**config.mk**
```make
export PLATFORM = sky130hd
export DESIGN_NAME = svnet_fifo_packer_flat
export DESIGN_NICKNAME = d
export VERILOG_FILES = /design/src/rtl/svnet_fifo_packer_pkg.sv /design/src/rtl/svnet_fifo_packer_if.sv /design/src/rtl/svnet_fifo_packer.sv /design/src/flat_wrapper.sv
export SDC_FILE = /design/constraint.sdc
export NUM_CORES = 1
export LEC_CHECK = 0
export ABC_AREA = 0
export CAP_MARGIN = 30
export CORE_MARGIN = 3
export CORE_UTILIZATION = 30
export CTS_CLUSTER_DIAMETER = 120
export DETAILED_ROUTE_END_ITERATION = 8
export GPL_TIMING_DRIVEN = 1
export SLEW_MARGIN = 20
export SYNTH_ARGS = -nofsm -noshare
export SYNTH_HDL_FRONTEND = slang
export SYNTH_SLANG_ARGS = --single-unit
```
**constraint.sdc**
```tcl
create_clock -name clk -period 5.9 [get_ports clk]
set_input_delay 1.18 -clock clk [delete_from_list [all_inputs] [get_ports clk]]
set_output_delay 1.18 -clock clk [all_outputs]
set_load 0.05 [all_outputs]
```
**src/rtl/svnet_fifo_packer_pkg.sv**
```systemverilog
// Shared definitions for the FIFO-to-FIFO width packer.
// Provides the lane/count width helpers, the fill-to-write latency constant and
// an instantiation macro that declares the bus interface plus the packer
// (expects clk and rst to be in scope at the point of use).
package svnet_fifo_packer_pkg;

  // Cycles from the completing input pop to the earliest downstream write.
  localparam int unsigned SVNET_FIFO_PACKER_LATENCY = 1;

  // Width of the valid-lane count: a lane index plus one, never overflows.
  function automatic int unsigned packer_count_width(input int unsigned ratio);
    return $clog2(ratio) + 1;
  endfunction

  // Width of the lane pointer, at least one bit so RATIO == 1 stays legal.
  function automatic int unsigned packer_lane_width(input int unsigned ratio);
    return (ratio > 1) ? $clog2(ratio) : 1;
  endfunction

endpackage

`define SVNET_FIFO_PACKER(name, in_depth, out_depth) \
  if (1) begin : name \
    svnet_fifo_packer_if #(.IN_DEPTH(in_depth), .OUT_DEPTH(out_depth)) bus (); \
    svnet_fifo_packer #(.IN_DEPTH(in_depth), .OUT_DEPTH(out_depth)) u_packer ( \
      .clk (clk), .rst (rst), .bus (bus.master)); \
  end

```
**src/rtl/svnet_fifo_packer_if.sv**
```systemverilog
// Bus between the upstream FIFO read port, the packer and the downstream FIFO
// write port.
//   in_used_space / in_read_data / in_read : upstream FIFO read side
//   out_free_space / out_write*            : downstream FIFO write side
// master = the packer, slave = the surrounding FIFOs.
interface svnet_fifo_packer_if
  import svnet_fifo_packer_pkg::*;
#(
  parameter int unsigned IN_WIDTH  = 8,
  parameter int unsigned RATIO     = 4,
  parameter int unsigned IN_DEPTH  = 16,
  parameter int unsigned OUT_DEPTH = 16
);
  localparam int unsigned UW = $clog2(IN_DEPTH) + 1;
  localparam int unsigned FW = $clog2(OUT_DEPTH) + 1;
  localparam int unsigned CW = packer_count_width(RATIO);
  localparam int unsigned DW = RATIO * IN_WIDTH;

  logic [UW-1:0]     in_used_space;
  logic [IN_WIDTH:0] in_read_data;
  logic              in_read;
  logic [FW-1:0]     out_free_space;
  logic              out_write;
  logic [DW-1:0]     out_write_data;
  logic [CW-1:0]     out_write_count;
  logic              out_write_last;

  modport master (
    input  in_used_space, in_read_data, out_free_space,
    output in_read, out_write, out_write_data, out_write_count, out_write_last
  );

  modport slave (
    output in_used_space, in_read_data, out_free_space,
    input  in_read, out_write, out_write_data, out_write_count, out_write_last
  );

endinterface

```
**src/rtl/svnet_fifo_packer.sv**
```systemverilog
// Packs RATIO narrow words (each with a last flag) popped from an upstream FIFO
// into one wide word pushed to a downstream FIFO. A last flag closes a partial
// word early; unfilled lanes are zero. A one-deep hold register decouples the
// accumulator from downstream back-pressure.
// Ports:
//   clk  - clock, rising edge
//   rst  - synchronous active-high reset
//   bus  - svnet_fifo_packer_if.master (upstream read + downstream write)
module svnet_fifo_packer
  import svnet_fifo_packer_pkg::*;
#(
  parameter int unsigned IN_WIDTH  = 8,
  parameter int unsigned RATIO     = 4,
  parameter int unsigned IN_DEPTH  = 16,
  parameter int unsigned OUT_DEPTH = 16
) (
  input logic                 clk,
  input logic                 rst,
  svnet_fifo_packer_if.master bus
);

  localparam int unsigned LW = packer_lane_width(RATIO);
  localparam int unsigned CW = packer_count_width(RATIO);
  localparam int unsigned DW = RATIO * IN_WIDTH;

  logic [LW-1:0]       lane_q, lane_d;
  logic [DW-1:0]       acc_q, acc_d;
  logic                hold_valid_q, hold_valid_d;
  logic [DW-1:0]       hold_data_q, hold_data_d;
  logic [CW-1:0]       hold_count_q, hold_count_d;
  logic                hold_last_q, hold_last_d;

  logic                in_last_c;
  logic [IN_WIDTH-1:0] in_payload_c;
  logic                completes_c;
  logic                rd_c;
  logic                wr_c;
  logic [DW-1:0]       merged_c;

  assign in_last_c    = bus.in_read_data[IN_WIDTH];
  assign in_payload_c = bus.in_read_data[IN_WIDTH-1:0];
  assign completes_c  = (lane_q == LW'(RATIO - 1)) || in_last_c;

  // Drain and pop are combinational so a drain frees the hold for a refill in
  // the same cycle; both are held low while reset is asserted.
  assign wr_c = !rst && hold_valid_q && (bus.out_free_space != '0);
  assign rd_c = !rst && (bus.in_used_space != '0) &&
                (!completes_c || !hold_valid_q || wr_c);

  assign bus.in_read         = rd_c;
  assign bus.out_write       = wr_c;
  assign bus.out_write_data  = hold_data_q;
  assign bus.out_write_count = hold_count_q;
  assign bus.out_write_last  = hold_last_q;

  // Accumulator with the incoming payload placed in the current lane; lanes
  // above the current one are forced to zero.
  always_comb begin
    merged_c = '0;
    for (int i = 0; i < int'(RATIO); i++) begin
      if (LW'(i) < lane_q) begin
        merged_c[i*IN_WIDTH +: IN_WIDTH] = acc_q[i*IN_WIDTH +: IN_WIDTH];
      end else if (LW'(i) == lane_q) begin
        merged_c[i*IN_WIDTH +: IN_WIDTH] = in_payload_c;
      end
    end
  end

  // Next-state for lane pointer, accumulator and hold register.
  always_comb begin
    lane_d       = lane_q;
    acc_d        = acc_q;
    hold_valid_d = hold_valid_q && !wr_c;
    hold_data_d  = hold_data_q;
    hold_count_d = hold_count_q;
    hold_last_d  = hold_last_q;
    if (rd_c) begin
      if (completes_c) begin
        hold_valid_d = 1'b1;
        hold_data_d  = merged_c;
        hold_count_d = CW'(lane_q) + CW'(1);
        hold_last_d  = in_last_c;
        lane_d       = '0;
        acc_d        = '0;
      end else begin
        lane_d = lane_q + LW'(1);
        acc_d  = merged_c;
      end
    end
  end

  always_ff @(posedge clk) begin
    if (rst) begin
      lane_q       <= '0;
      acc_q        <= '0;
      hold_valid_q <= 1'b0;
      hold_data_q  <= '0;
      hold_count_q <= '0;
      hold_last_q  <= 1'b0;
    end else begin
      lane_q       <= lane_d;
      acc_q        <= acc_d;
      hold_valid_q <= hold_valid_d;
      hold_data_q  <= hold_data_d;
      hold_count_q <= hold_count_d;
      hold_last_q  <= hold_last_d;
    end
  end

  a_read_has_data: assert property (@(posedge clk) disable iff (rst)
    bus.in_read |-> (bus.in_used_space != '0));

  a_write_has_space: assert property (@(posedge clk) disable iff (rst)
    bus.out_write |-> (bus.out_free_space != '0));

  a_write_count_range: assert property (@(posedge clk) disable iff (rst)
    bus.out_write |-> ((bus.out_write_count >= CW'(1)) &&
                       (bus.out_write_count <= CW'(RATIO))));

  // A partial word left in the accumulator at the end is a lost packet tail.
  final begin
    a_no_partial_pending: assert (lane_q == '0);
  end

endmodule

```
**src/flat_wrapper.sv**
```systemverilog
// flat-port wrapper written by rule: the top's interface ports become plain ports
module svnet_fifo_packer_flat import svnet_fifo_packer_pkg::*;
#(
  parameter int unsigned IN_WIDTH  = 8,
  parameter int unsigned RATIO     = 4,
  parameter int unsigned IN_DEPTH  = 16,
  parameter int unsigned OUT_DEPTH = 16
)
  (clk, rst, bus_in_used_space, bus_in_read_data, bus_out_free_space, bus_in_read, bus_out_write, bus_out_write_data, bus_out_write_count, bus_out_write_last);
  svnet_fifo_packer_if #(.IN_WIDTH(IN_WIDTH), .RATIO(RATIO), .IN_DEPTH(IN_DEPTH), .OUT_DEPTH(OUT_DEPTH)) bus_i ();
  input logic clk;
  input logic rst;
  input wire logic [$bits(bus_i.in_used_space)-1:0] bus_in_used_space;
  input wire logic [$bits(bus_i.in_read_data)-1:0] bus_in_read_data;
  input wire logic [$bits(bus_i.out_free_space)-1:0] bus_out_free_space;
  output wire logic [$bits(bus_i.in_read)-1:0] bus_in_read;
  output wire logic [$bits(bus_i.out_write)-1:0] bus_out_write;
  output wire logic [$bits(bus_i.out_write_data)-1:0] bus_out_write_data;
  output wire logic [$bits(bus_i.out_write_count)-1:0] bus_out_write_count;
  output wire logic [$bits(bus_i.out_write_last)-1:0] bus_out_write_last;
  assign bus_i.in_used_space = bus_in_used_space;
  assign bus_i.in_read_data = bus_in_read_data;
  assign bus_i.out_free_space = bus_out_free_space;
  assign bus_in_read = bus_i.in_read;
  assign bus_out_write = bus_i.out_write;
  assign bus_out_write_data = bus_i.out_write_data;
  assign bus_out_write_count = bus_i.out_write_count;
  assign bus_out_write_last = bus_i.out_write_last;
  svnet_fifo_packer #(.IN_WIDTH(IN_WIDTH), .RATIO(RATIO), .IN_DEPTH(IN_DEPTH), .OUT_DEPTH(OUT_DEPTH)) u_core (.clk(clk), .rst(rst), .bus(bus_i));
endmodule
```
==> impl_metrics.tcl <==
set metrics [dict create \
    grt.overflow.total 0 \
    diodes 0 \
    use_met1_pct 19.5 \
    vias 2360 \
    worst_slew_pin_slew_ps 805 \
    finalMaxSlewViolations 0 \
    use_met3_pct 5.44 \
    ir_worst_vdd_mv 0.164 \
    final-instance-count-excl-fill 444 \
    vias_per_cell 5.32 \
    async_flop_share_pct 0 \
    clk_latency_ps 340 \
    postPlaceCellArea_mm2 0.00334 \
    path_delay_family "buffers and inverters" \
    firstDrtPassIters 4 \
    portBuffers 58 \
    cts_sinks 63 \
    fill_cells 871 \
    syn_nets 310 \
    gr-max-usage-layer "met2" \
    wl_per_cell_um 16.6 \
    netlist_instances 285 \
    core_mm2 0.00876 \
    hold_depth 2 \
    cts_buffer_depth 2 \
    path_class "input port to output port" \
    path_common_cell "clkdlybuf4s50_1" \
    path_depth 5 \
    die_w_um 101 \
    cts_resized 0 \
    grt_util_met2_pct 23.6 \
    grt_setup_unrepaired "false" \
    required_ps 4720 \
    syn-cell-area_mm2 0.00273 \
    syn_avg_cell_area_um2 9.57 \
    cpPeakStageDelay_ps 860 \
    hpwl_um 4920 \
    max_slew_margin_pct 46.3 \
    wl_um 7380 \
    track_usage_pct 15.1 \
    yosysTopAreaCellShare_pct 46.3 \
    ys_types 41 \
    power.density_mw_per_mm2 306 \
    cts_tree "yes" \
    yosys_most_used_dff "dfxtp_1" \
    dr.first_iter.drc_count 163 \
    grt_max_degree 40 \
    yosysWarnings 0 \
    synth-seq-area-share_pct 46.3 \
    start_util_pct 31.1 \
    crit_path_end_kind "output port" \
    die-area_mm2 0.0103 \
    row_count 34 \
    final_antenna_net_count 0 \
    synth_edf_count 0 \
    final_nets 356 \
    r2r_cells 5 \
    place.gp.congestion 0.832 \
    crit_slowest_cell "clkdlybuf4s50_1" \
    max_cap_viol_count 0 \
    cp.arrival_ps 3720 \
    yosys_register_bits 63 \
    cts-buffers-inserted 9 \
    cp-start-kind "input port" \
    layout_commonest_cell "dfxtp_1" \
    fin_crit_ps 4900 \
    hold_class "register to register" \
    place_inst 428 \
    hold_viol_final 0 \
    grt_pass1_vias 2207 \
    yosys.area.top_type "dfxtp_1" \
    antenna_found_initial 0 \
    post-cts-setup-buffer-count 0 \
    run_status "completed" \
    max_freq_ghz 0.204 \
    path_cells "clkdlybuf4s50_1 > a21oi_2 > nand2_2 > inv_2 > clkdlybuf4s50_1" \
    root_buffer "clkbuf_8" \
    fin_area_mm2 0.00362 \
    die_h_um 101 \
    p_leak_uw 0.00130 \
    drc 0 \
    clk_pin_slew_ps 70 \
    synth_area_leaders "dfxtp_1 46%, o21ai_0 5.3%, o211ai_1 5.2%, a22o_1 4.5%, a31o_2 3.2%" \
    layout-drive-gt1-share_pct 12.8 \
    cp_num_buf_inv 3 \
    setup_tns_ps 0 \
    layout_common_cells "63 x dfxtp_1, 58 x clkdlybuf4s50_1, 29 x o21ai_0, 20 x nand2_1, 19 x o211ai_1" \
    grt_pass1_wl_um 11900 \
    area.growth.synth_to_final_pct 32.9 \
    cts_max_level 3 \
    min_period_over_period_pct 83.0 \
    hold_buffers 0 \
    clock_skew_ps 5.06 \
    worstPathMaxFanout 15 \
    setup_viol 0 \
    num_io_pins 59 \
]
[worst min-delay path, stage by stage, from the launching register on]
cell,delay (ps)
dfxtp_1,310
nand2_1,50
o21ai_0,60
[state kept, by name, summed over array words and instances (netlist names)]
register,flops
u_core.acc_q,24
u_core.bus.out_write_count,3
u_core.bus.out_write_data,32
u_core.bus.out_write_last,1
u_core.hold_valid_q,1
u_core.lane_q,2
[per-layer routing]
layer	up-vias	share of wire, %
met5	-	0
met4	0	1.1
met3	9	5.4
met2	64	47
met1	1114	47
li1	1173	-
[logic make-up after synthesis]
family,after synthesis,synth area share (%)
buffers and inverters,32,5.83
flip-flops,63,46.3
AND/OR/NAND/NOR,68,12.9
adder cells (fa/ha/maj),4,1.84
AO/OA/AOI/OAI,110,30.3
multiplexers,8,2.94
[cell usage after synthesis, drive strengths merged (10+ instances only)]
cell type / number
a22o: 14
a21oi: 14
a31o: 10
nand2: 22
nor2: 17
clkbuf: 12
dfxtp: 63
nand4: 11
o21ai: 29
o211ai: 19
buf: 15
[final timing paths]
kind         slack (ps)                                          to                          start
max                1000                                 bus_in_read                            rst
min                 460               u_core.acc_q[23]$_SDFFE_PP0P_  u_core.acc_q[23]$_SDFFE_PP0P_
max reg2reg        3120  u_core.bus.out_write_count[1]$_SDFFE_PP0P_  u_core.lane_q[1]$_SDFFE_PP0P_
min reg2reg         460               u_core.acc_q[23]$_SDFFE_PP0P_  u_core.acc_q[23]$_SDFFE_PP0P_
[stage by stage]
stage	worst slack [ps]	total power, uW	utilization [%]	hold WS [ps]
2_1_floorplan	2330	548	-	436
3_3_place_gp	1100	599	37.8	446
3_5_place_dp	1030	602	38.1	451
4_1_cts	1030	1120	41.3	463
5_1_grt	881	1150	41.3	478
6_report	1000	1110	41.3	460
[where the power goes]
group          switching, uW  internal, uW  total [uW]
Clock                    169           346         515
Combinational           92.5          50.4         143
Sequential              9.42           440         449
Total                    271           836        1110
[final cells by class]
cell class | instances | area [um^2] | area share, %
inverter | 5 | 18.8 | 0.518
multi-input combinational | 190 | 1310 | 36.1
tap | 108 | 135 | 3.73
clock inverter | 5 | 128 | 3.52
sequential | 63 | 1260 | 34.8
clock buffer | 11 | 151 | 4.18
timing repair buffer | 62 | 622 | 17.2
Power figures use the tool's default switching activity.
